`config.mk`:
```
export PLATFORM = sky130hd
export DESIGN_NAME = weight_loop_sequencer
export DESIGN_NICKNAME = d
export VERILOG_FILES = /design/src/rtl/weight_seq_pkg.sv /design/src/rtl/loop_wrap_counter.sv /design/src/rtl/weight_loop_sequencer.sv
export SDC_FILE = /design/constraint.sdc
export NUM_CORES = 1
export LEC_CHECK = 0
export CORE_UTILIZATION = 34
export DETAILED_ROUTE_END_ITERATION = 10
export PLACE_DENSITY_LB_ADDON = 0.3
export SLEW_MARGIN = 15
export SYNTH_ARGS = -nofsm -noshare
export SYNTH_HDL_FRONTEND = slang
export SYNTH_SLANG_ARGS = --single-unit
```
`constraint.sdc`:
```
create_clock -name clk -period 3.3 [get_ports clk]
set_input_delay 0.66 -clock clk [delete_from_list [all_inputs] [get_ports clk]]
set_output_delay 0.66 -clock clk [all_outputs]
set_load 0.01 [all_outputs]
```
`src/rtl/weight_seq_pkg.sv`:
```
// Shared types and helpers for the weight-loop sequencer.
package weight_seq_pkg;

  localparam int unsigned CntWidth = 32;

  typedef enum logic [2:0] {
    StIdle,
    StIssue,
    StLoad,
    StCompute,
    StDone
  } seq_state_e;

  function automatic int unsigned tile_count(input int unsigned o_t, input int unsigned i_t,
                                             input int unsigned w_w, input int unsigned w_h);
    return o_t * i_t * w_w * w_h;
  endfunction

  // Register width able to hold 0..n-1, never narrower than one bit.
  function automatic int unsigned cnt_bits(input int unsigned n);
    return (n > 1) ? $clog2(n) : 1;
  endfunction

endpackage

```
`src/rtl/loop_wrap_counter.sv`:
```
// Single loop index: counts 0..max on inc, flags the carry on the wrapping increment.
module loop_wrap_counter #(
  parameter int unsigned Width = 1
) (
  input  logic             clk,
  input  logic             rst,
  input  logic             inc,
  input  logic             clr,
  input  logic [Width-1:0] max,
  output logic [Width-1:0] count,
  output logic             wrap
);

  logic [Width-1:0] count_q;

  assign wrap  = inc && (count_q == max);
  assign count = count_q;

  always_ff @(posedge clk or posedge rst) begin
    if (rst) begin
      count_q <= '0;
    end else if (clr) begin
      count_q <= '0;
    end else if (inc) begin
      count_q <= wrap ? '0 : count_q + Width'(1);
    end
  end

endmodule

```
`src/rtl/weight_loop_sequencer.sv`:
```
// Walks the I_CH tile / W_W / W_H / O_CH tile weight loops, one load+compute handshake per tile.
// Define WEIGHT_SEQ_STALL_CNT_EN to add the saturating load_stall_cnt_out port.
module weight_loop_sequencer
  import weight_seq_pkg::*;
#(
  parameter int unsigned MAC_ROW           = 16,
  parameter int unsigned MAC_COL           = 16,
  parameter int unsigned OFMAP_CHANNEL_NUM = 64,
  parameter int unsigned IFMAP_CHANNEL_NUM = 32,
  parameter int unsigned WEIGHT_WIDTH      = 3,
  parameter int unsigned WEIGHT_HEIGHT     = 3
) (
  input  logic                clk,
  input  logic                rst,
  input  logic                start_in,
  input  logic                abort_in,
  input  logic                load_done_in,
  input  logic                compute_done_in,
  output logic                w_start_out,
  output logic [CntWidth-1:0] O_CH_MAC_COL_count,
  output logic [CntWidth-1:0] I_CH_MAC_ROW_count,
  output logic [CntWidth-1:0] W_W_count,
  output logic [CntWidth-1:0] W_H_count,
  output logic                busy_out,
  output logic                done_out
`ifdef WEIGHT_SEQ_STALL_CNT_EN
  ,
  output logic [CntWidth-1:0] load_stall_cnt_out
`endif
);

  localparam int unsigned OT    = (MAC_COL == 0) ? 0 : OFMAP_CHANNEL_NUM / MAC_COL;
  localparam int unsigned IT    = (MAC_ROW == 0) ? 0 : IFMAP_CHANNEL_NUM / MAC_ROW;
  localparam int unsigned Tiles = tile_count(OT, IT, WEIGHT_WIDTH, WEIGHT_HEIGHT);
  localparam int unsigned OW    = cnt_bits(OT);
  localparam int unsigned IW    = cnt_bits(IT);
  localparam int unsigned WW    = cnt_bits(WEIGHT_WIDTH);
  localparam int unsigned HW    = cnt_bits(WEIGHT_HEIGHT);

  // Any zero parameter collapses Tiles to 0.
  if ((Tiles == 0) || (OT * MAC_COL != OFMAP_CHANNEL_NUM) ||
      (IT * MAC_ROW != IFMAP_CHANNEL_NUM)) begin : g_param_check
    $error("weight_loop_sequencer: zero parameter or inexact channel tiling");
  end

  seq_state_e state_q;
  logic       w_start_q, busy_q, done_q;
  logic       adv, i_wrap, w_wrap, h_wrap, last_tile;
  logic [IW-1:0] i_cnt;
  logic [WW-1:0] w_cnt;
  logic [HW-1:0] h_cnt;
  logic [OW-1:0] o_cnt;

  // The last tile's increment wraps every counter, which doubles as the DONE clear.
  assign adv = (state_q == StCompute) && compute_done_in;

  loop_wrap_counter #(.Width(IW)) u_i_cnt (
    .clk(clk), .rst(rst), .inc(adv), .clr(abort_in), .max(IW'(IT - 1)),
    .count(i_cnt), .wrap(i_wrap)
  );
  loop_wrap_counter #(.Width(WW)) u_w_cnt (
    .clk(clk), .rst(rst), .inc(i_wrap), .clr(abort_in), .max(WW'(WEIGHT_WIDTH - 1)),
    .count(w_cnt), .wrap(w_wrap)
  );
  loop_wrap_counter #(.Width(HW)) u_h_cnt (
    .clk(clk), .rst(rst), .inc(w_wrap), .clr(abort_in), .max(HW'(WEIGHT_HEIGHT - 1)),
    .count(h_cnt), .wrap(h_wrap)
  );
  loop_wrap_counter #(.Width(OW)) u_o_cnt (
    .clk(clk), .rst(rst), .inc(h_wrap), .clr(abort_in), .max(OW'(OT - 1)),
    .count(o_cnt), .wrap(last_tile)
  );

  always_ff @(posedge clk or posedge rst) begin
    if (rst) begin
      state_q   <= StIdle;
      w_start_q <= 1'b0;
      busy_q    <= 1'b0;
      done_q    <= 1'b0;
    end else begin
      w_start_q <= 1'b0;
      done_q    <= 1'b0;
      if (abort_in) begin
        state_q <= StIdle;
        busy_q  <= 1'b0;
      end else begin
        unique case (state_q)
          StIdle: begin
            if (start_in) begin
              state_q   <= StIssue;
              w_start_q <= 1'b1;
              busy_q    <= 1'b1;
            end
          end
          StIssue: state_q <= StLoad;
          StLoad: begin
            if (load_done_in) state_q <= StCompute;
          end
          StCompute: begin
            if (compute_done_in) begin
              if (last_tile) begin
                state_q <= StDone;
                done_q  <= 1'b1;
              end else begin
                state_q   <= StIssue;
                w_start_q <= 1'b1;
              end
            end
          end
          StDone: begin
            state_q <= StIdle;
            busy_q  <= 1'b0;
          end
          default: begin
            state_q <= StIdle;
            busy_q  <= 1'b0;
          end
        endcase
      end
    end
  end

  assign w_start_out        = w_start_q;
  assign busy_out           = busy_q;
  assign done_out           = done_q;
  assign O_CH_MAC_COL_count = CntWidth'(o_cnt);
  assign I_CH_MAC_ROW_count = CntWidth'(i_cnt);
  assign W_W_count          = CntWidth'(w_cnt);
  assign W_H_count          = CntWidth'(h_cnt);

`ifdef WEIGHT_SEQ_STALL_CNT_EN
  logic [CntWidth-1:0] stall_q;

  always_ff @(posedge clk or posedge rst) begin
    if (rst) begin
      stall_q <= '0;
    end else if ((state_q == StIdle) && start_in && !abort_in) begin
      stall_q <= '0;
    end else if ((state_q == StLoad) && (stall_q != '1)) begin
      stall_q <= stall_q + CntWidth'(1);
    end
  end

  assign load_stall_cnt_out = stall_q;
`endif

endmodule
```
**Word-level counts from Yosys, hierarchy flattened**

Cells that the tools add are included.

- Reductions and logical operators: 13
- Multiplexer cells: 30
- Equal/unequal tests: 10
- $add $sub $neg: 4

Operators with widths:

| kind | number |
|---|---|
| $mux 2 | 9 |
| $mux 3 | 5 |
| $mux 1 | 13 |
| $pmux 3 s4 | 1 |
| $ne 3x3->1 const B | 3 |
| $reduce_bool 2->1 | 4 |
| $add 2x1->2 const B | 3 |
| $eq 2x2->1 const B | 3 |
| $eq 3x2->1 const B | 2 |
| $logic_and 1x1->1 | 5 |
| $pmux 1 s2 | 2 |
| $eq 3x1->1 const B | 1 |
| $logic_not 3->1 | 1 |
| $reduce_and 3->1 | 1 |
| $reduce_or 3->1 | 1 |
| $ne 2x1->1 const B | 1 |
| $reduce_and 2->1 | 1 |
| $add 1x1->1 const B | 1 |

- Input bits: 6
- Word-level logic and storage cells: 65
- Register bits: 13
- Output and inout bits: 131

**Longest topological paths before layout**

Gate-level depths: netlist (run 1).

- Depth in word-level cells: 10
- Depth in mapped cells: 5
- Mapped depth without buffers: 4

**Modules after synthesis**

From an unflattened synthesis (run 1), not the netlist that was laid out.

- Cell total of the unflattened synthesis: 204
- Area total of the unflattened synthesis: 1652.8 sq um

By module, submodules not included:

| module | seq. area each (sq um) | times used | area an instance (sq um) | cells an instance |
|---|---|---|---|---|
| weight_loop_sequencer | 150.1 | 1 | 1177.4 | 146 |
| loop_wrap_counter (u_h_cnt ...) | 50.0 | 3 | 137.6 | 17 |
| loop_wrap_counter (u_i_cnt) | 25.0 | 1 | 62.6 | 7 |

**Least setup slack after synthesis (run 1)**

OpenSTA, ideal clock, no wires.

- Kind: input to register
- Start: input compute_done_in
- End: register u_h_cnt.count_q[1] (netlist: u_h_cnt.count[1])
- Cell stages on the path: 5
- Arrival: 1533 ps
- Required time: 3222 ps
- Buffers on the path: 1
- Setup slack: 1689 ps
- Library setup time: 78 ps
- Cell sequence: and4b_1 -> buf_4 -> nand3_4 -> or3b_1 -> a21oi_1

- Cells in the longest elaborated chain, start to end: 7
- Elaborated cells between the ends (all ways): 8
- Those cells by class: mux: 3; reduce/logical: 5

RTL lines:

| item | RTL line | RTL |
|---|---|---|
| start: declaration | weight_loop_sequencer.sv:18 | `input logic compute_done_in,` |
| $logic_and 1x1->1 * | weight_loop_sequencer.sv:55 | `assign adv = (state_q == StCompute) && compute_done_in;` |
| $logic_and 1x1->1 * (2 in a row) | loop_wrap_counter.sv:16 | `assign wrap = inc && (count_q == max);` |
| $logic_and 1x1->1 | loop_wrap_counter.sv:16 |  |
| $mux 2 | loop_wrap_counter.sv:25 | `count_q <= wrap ? '0 : count_q + Width'(1);` |
| $mux 2 | loop_wrap_counter.sv:24 | `end else if (inc) begin` |
| $mux 2 | loop_wrap_counter.sv:22 | `end else if (clr) begin` |
| end signal: assignment | loop_wrap_counter.sv:25 |  |
| end: declaration | loop_wrap_counter.sv:14 | `logic [Width-1:0] count_q;` |

Mark *: on every way between the ends. The rest lies on a longest branch, timed or not. The select of a mux whose other input is x is not followed.
A chain may end at the register's enable or synchronous reset.

**Worst setup path after layout (run 1)**

Same ends and word-level chain as after synthesis.

==> impl_metrics.env, run 1 <==
export IMPL_postCtsSetupBuffers=0
export IMPL_track_usage_pct=6.85
export IMPL_layout_worst_path_cycle_share_pct=62.5
export IMPL_yosysMostFrequentCell="buf_4"
export IMPL_core_area_sq_um=4350
export IMPL_status="finished, final reports clean"
export IMPL_leakage_uw=0.000751
export IMPL_worst_ep_required_time_ns=3.46
export IMPL_startpoint="compute_done_in"
export IMPL_die_w_um=69.5
export IMPL_syn_area_per_cell_sq_um=8.37
export IMPL_critPathKind="in -> reg"
export IMPL_ant_nets=0
export IMPL_fin_crit_ns=2.06
export IMPL_netlist_instances=185
export IMPL_setup_viol=0
export IMPL_synth_edff_count=0
export IMPL_io_buffers=15
export IMPL_cts_buffers=3
export IMPL_antenna_cells=0
export IMPL_drive_gt1_share_pct=2.50
export IMPL_synth_adder_area_share_pct=0.808
export IMPL_wl_per_cell_um=6.88
export IMPL_synthSimpleGateAreaFrac_pct=13.0
export IMPL_synth_top_area_cell="buf_4"
export IMPL_synth_seq_area_share_pct=21.0
export IMPL_clock_sinks=13
export IMPL_tns_ns=0
export IMPL_grt_pass1_wl_um=2550
export IMPL_final_cells=252
export IMPL_synth_area_mux_share_pct=0.647
export IMPL_dieArea_sq_um=4830
export IMPL_die_y_um=69.5
export IMPL_r2r_start="state_q[2]"
export IMPL_placed_cells=248
export IMPL_synth_xor_area_share_pct=0.566
export IMPL_htree_levels=1
export IMPL_dr_pass1_iters=4
export IMPL_routed_wl_um=1730
export IMPL_final_nets=208
export IMPL_async_flop_share_pct=100
export IMPL_min_from="u_o_cnt.count[1]"
export IMPL_max_stage_delay_ns=0.51
export IMPL_crit_path_end_kind="flop"
export IMPL_grt_antenna_before_repair=0
export IMPL_vias=817
export IMPL_start_util_pct=35.5
export IMPL_rsz0062_at_grt="false"
export IMPL_ys_flop_type="dfrtp_1"
export IMPL_gp_congestion=0.707
export IMPL_met2_wirelength_um=805
export IMPL_highest_layer="met4"
export IMPL_stdcell_area_sq_um=1330
export IMPL_cts_hold_fix_buffers=0
export IMPL_netlist_area_sq_um=1550
export IMPL_synth_compound_area_share_pct=3.31
export IMPL_cellPowerDensity_nw_per_um2=307
export IMPL_yosys_top_cells_area="buf_4 60%, dfrtp_1 21%, a21oi_1 1.9%"
export IMPL_start_kind="input port"
export IMPL_min_path_type="reg -> reg"
export IMPL_ir_drop_mv=0.117
export IMPL_synth_common_cells="123 x buf_4, 13 x dfrtp_1, 8 x nand2_1, 6 x a21oi_1, 4 x nor2_1"
export IMPL_cts_max_path_buffers=2
export IMPL_drc=0
export IMPL_cts_tree="done"
export IMPL_io_pins=137
export IMPL_drv_slew=0
export IMPL_dp_hpwl_um=1450
export IMPL_via_per_inst=3.24
export IMPL_gr_total_overflow=0
export IMPL_max_freq_mhz=485
export IMPL_crit_fanout=6
export IMPL_arrival_ns=2.22
export IMPL_synth_top_area_share_pct=59.7
export IMPL_cts_resized=0
export IMPL_syn_to_final_growth_pct=-14.0
export IMPL_ys_types=28
export IMPL_wl_met3_um=243
export IMPL_cts_clk_slew_worst_paths_ns=0.05
export IMPL_clkLatencyLatePin_ns=0.24
export IMPL_worst_path_max_delay_cell="clkdlybuf4s50_1"
export IMPL_wl_met1_um=658
export IMPL_grt_max_degree=14
export IMPL_hold_viol=0
export IMPL_rows=24
export IMPL_first_global_vias=523
export IMPL_drv_cap=0
export IMPL_synth_top_family_by_area="buffers and inverters"
export IMPL_drtIter0Drc=19
export IMPL_cp_cell_sequence="clkdlybuf4s50_1, and4b_1, nand3_4, or3b_1, a21oi_1"
export IMPL_synth_seq_cells=13
export IMPL_fin_skew_ns=0.00375
export IMPL_ys_warnings_count=0
export IMPL_cts_root_buffer="clkbuf_8"
export IMPL_place_area_sq_um=1290
[path summary, 6_finish.rpt]
| path | to | slack, ns | cells after the start |
|---|---|---|---|
| worst max-delay path | u_h_cnt.count[1] | 1.24 | 5 |
| max in group asynchronous | done_out | 2.23 | 2 |
| worst max register to register | u_h_cnt.count[1] | 1.65 | 4 |
| min in group asynchronous | w_start_out | 0.74 | 2 |
| worst min-delay path | u_o_cnt.count[1] | 0.57 | 2 |
| worst min register to register | u_o_cnt.count[1] | 0.57 | 2 |
[cell families after synthesis]
| family | count (synthesis) |
|---|---|
| mux | 1 |
| buf+inv | 126 |
| fa+ha+maj | 1 |
| xor+xnor | 1 |
| simple gates | 33 |
| compound gates | 9 |
| flops | 13 |
| other cells | 1 |
[cells in the final DEF, fill, tap and decap left out, drive strengths merged]
cell	instances
conb	121
inv	2
dfrtp	13
and3b	1
nor2b	2
ha	1
mux2i	1
or3	3
o21ai	1
clkbuf	4
a221oi	1
nand2	8
a21boi	1
and3	1
nor2	4
clkdlybuf4s50	15
and4b	1
nand4b	1
nor4	3
nor3	3
xnor2	1
nand2b	1
or3b	1
a21oi	6
nand3	1
and2	1
nand4	2
[critical path: cells and delay by family]
kind,cells,cell delay [ns]
and+or+nand+nor,3,0.90
buffers and inverters,1,0.51
AOI/OAI and AO/OA,1,0.15
[routing by layer]
metal | GRT usage (%) | vias up
met2 | 9.49 | 75
met4 | 3.40 | 0
met1 | 8.66 | 361
met5 | 0 | -
met3 | 3.49 | 5
li1 | - | 376
[through the flow]
| step | util (%) | total power (uW) | hold WS (ns) | setup slack [ns] |
|---|---|---|---|---|
| 4_1_cts | 30.6 | 413 | 0.569 | 1.24 |
| 3_5_place_dp | 29.5 | 269 | 0.554 | 0.987 |
| 2_1_floorplan | - | 359 | 0.508 | 1.69 |
| 5_1_grt | 30.6 | 435 | 0.608 | 1.08 |
| 3_3_place_gp | 29.5 | 268 | 0.554 | 1.01 |
| 6_report | 30.6 | 409 | 0.565 | 1.24 |
[power by group]
group	internal (uW)	leakage, uW	switching, uW
combinational	17.5	0.000550	78.8
sequential	165	0.000178	6.36
clock	85.2	0.0000228	56.0
total	268	0.000751	141
[sequential cells by signal, summed over array words and instances (netlist names)]
register / flops
u_w_cnt.count: 2
u_o_cnt.count: 2
state_q: 3
busy_out: 1
u_h_cnt.count: 2
done_out: 1
u_i_cnt.count: 1
w_start_out: 1
[cell type report]
cell class | count | area (sq um)
multi-input cells | 166 | 738
inverters | 2 | 7.51
well taps | 52 | 65.1
clock buffers | 4 | 45.0
fillers | 490 | 3020
flip-flops and latches | 13 | 325
repair buffers | 15 | 150
Power figures use the tool's default switching activity.
==> run 2, diff against run 1 <==
CORE_UTILIZATION = 32   (was 34)
clock period = 2.05 ns   (was 3.3 ns; I/O delays follow)
==> impl_metrics.env, run 2 (synthesis gave the netlist of run 1 again) <==
export IMPL_status="finished, final reports clean"
export IMPL_cts_resized=0
export IMPL_track_usage_pct=5.91
export IMPL_ant_nets=0
export IMPL_tns_ns=0
export IMPL_crit_fanout=7
export IMPL_cp_buffers_inverters=1
export IMPL_die_y_um=71.5
export IMPL_max_freq_mhz=563
export IMPL_start_kind="flop"
export IMPL_syn_to_final_growth_pct=-12.5
export IMPL_antenna_cells=0
export IMPL_vias=828
export IMPL_clock_sinks=13
export IMPL_die_w_um=71.5
export IMPL_layout_worst_path_cycle_share_pct=86.7
export IMPL_core_area_sq_um=4500
export IMPL_wl_met3_um=228
export IMPL_cts_hold_fix_buffers=0
export IMPL_wl_per_cell_um=7.16
export IMPL_cts_root_buffer="clkbuf_8"
export IMPL_crit_path_end_kind="output port"
export IMPL_worst_ep_required_time_ns=1.64
export IMPL_drv_slew=0
export IMPL_hold_viol=0
export IMPL_mostFrequentLayoutCells="121 x conb_1, 15 x clkdlybuf4s50_1, 13 x dfrtp_1"
export IMPL_worst_path_max_delay_cell="clkdlybuf4s50_1"
export IMPL_routed_wl_um=1830
export IMPL_cts_buffers=3
export IMPL_p_int_uw=433
export IMPL_rows=24
export IMPL_highest_layer="met3"
export IMPL_rsz0062_at_grt="false"
export IMPL_htree_levels=1
export IMPL_gp_congestion=0.712
export IMPL_wl_met1_um=724
export IMPL_max_stage_delay_ns=0.60
export IMPL_met2_wirelength_um=872
export IMPL_dp_hpwl_um=1530
export IMPL_switching_share_pct=34.3
export IMPL_clkLatencyLatePin_ns=0.24
export IMPL_final_common_cell="conb_1"
export IMPL_seq_power_share_pct=42.0
export IMPL_min_path_type="in -> async"
export IMPL_postCtsSetupBuffers=0
export IMPL_via_per_inst=3.25
export IMPL_leakage_uw=0.000766
export IMPL_critPathKind="reg -> out"
export IMPL_fin_skew_ns=0.00301
export IMPL_final_nets=211
export IMPL_cp_cell_sequence="clkdlybuf4s50_1"
export IMPL_arrival_ns=1.37
export IMPL_start_util_pct=34.4
export IMPL_top_register="state_q"
export IMPL_io_buffers=15
export IMPL_dr_pass1_iters=4
export IMPL_critPathTopFamily="buffers and inverters"
export IMPL_dieArea_sq_um=5120
export IMPL_largest_reg_flops=3
export IMPL_cts_max_path_buffers=2
export IMPL_grt_pass1_wl_um=2370
export IMPL_power_frac_clock_pct=34.0
export IMPL_setup_viol=0
export IMPL_hold_worst_slack_ns=0.486
export IMPL_ir_drop_mv=0.233
export IMPL_grt_antenna_before_repair=0
export IMPL_drv_cap=0
export IMPL_drtIter0Drc=16
export IMPL_p_sw_uw=226
export IMPL_p_comb_share_pct=24.0
export IMPL_cts_tree="done"
export IMPL_cts_clk_slew_worst_paths_ns=0.05
export IMPL_io_pins=137
export IMPL_gr_total_overflow=0
export IMPL_drc=0
export IMPL_cellPowerDensity_nw_per_um2=487
export IMPL_drive_gt1_share_pct=3.94
export IMPL_grt_max_degree=14
export IMPL_first_global_vias=525
export IMPL_fin_crit_ns=1.78
-- run 2: changes by cell type in the layout (fill, tap and decap cells not counted), sizes merged --
cell,delta
buf,+3
-- run 2: routing by layer --
metal  global-route usage (%)  vias up
li1                         -      383
met1                     7.47      370
met2                     9.21       75
met3                     3.66        0
met4                        0        0
met5                        0        -
-- run 2: worst paths after layout --
path	from	end	slack [ns]	cells past startpoint
hold / removal	rst	w_start_out	0.49	2
setup / recovery	u_i_cnt.count	I_CH_MAC_ROW_count[0]	0.27	1
setup reg to reg	state_q[2]	state_q[0]	0.48	5
max in group asynchronous	rst	u_w_cnt.count[1]	1.24	2
min in group clk	u_o_cnt.count[1]	u_o_cnt.count[1]	0.56	2
hold reg to reg	u_o_cnt.count[1]	u_o_cnt.count[1]	0.56	2
-- run 2: power groups by stage --
stage	sequential, uW	combinational, uW	clock, uW
floorplan	280	298	0
detailed placement	281	154	0
finish	277	158	224
global route	278	178	241
global placement	281	154	0
CTS	276	154	230
-- run 2: through the flow --
| step | total power [uW] | cells | instance area [sq um] | utilization (%) | setup slack (ns) |
|---|---|---|---|---|---|
| after floorplan | 578 | 305 | 2000 | - | 0.606 |
| after global placement | 434 | 251 | 1310 | 29.1 | 0.0978 |
| after detailed placement | 435 | 251 | 1310 | 29.1 | 0.0934 |
| after CTS | 661 | 255 | 1350 | 30.1 | 0.276 |
| after global routing | 696 | 255 | 1350 | 30.1 | 0.186 |
| final | 659 | 255 | 1350 | 30.1 | 0.273 |
-- run 2: area by class of cell --
| cell class | instances | area (sq um) |
|---|---|---|
| fillers | 495 | 3150 |
| multi-input cells | 166 | 738 |
| flip-flops and latches | 13 | 325 |
| repair buffers | 18 | 173 |
| well taps | 52 | 65.1 |
| clock buffers | 4 | 45.0 |
| inverters | 2 | 7.51 |
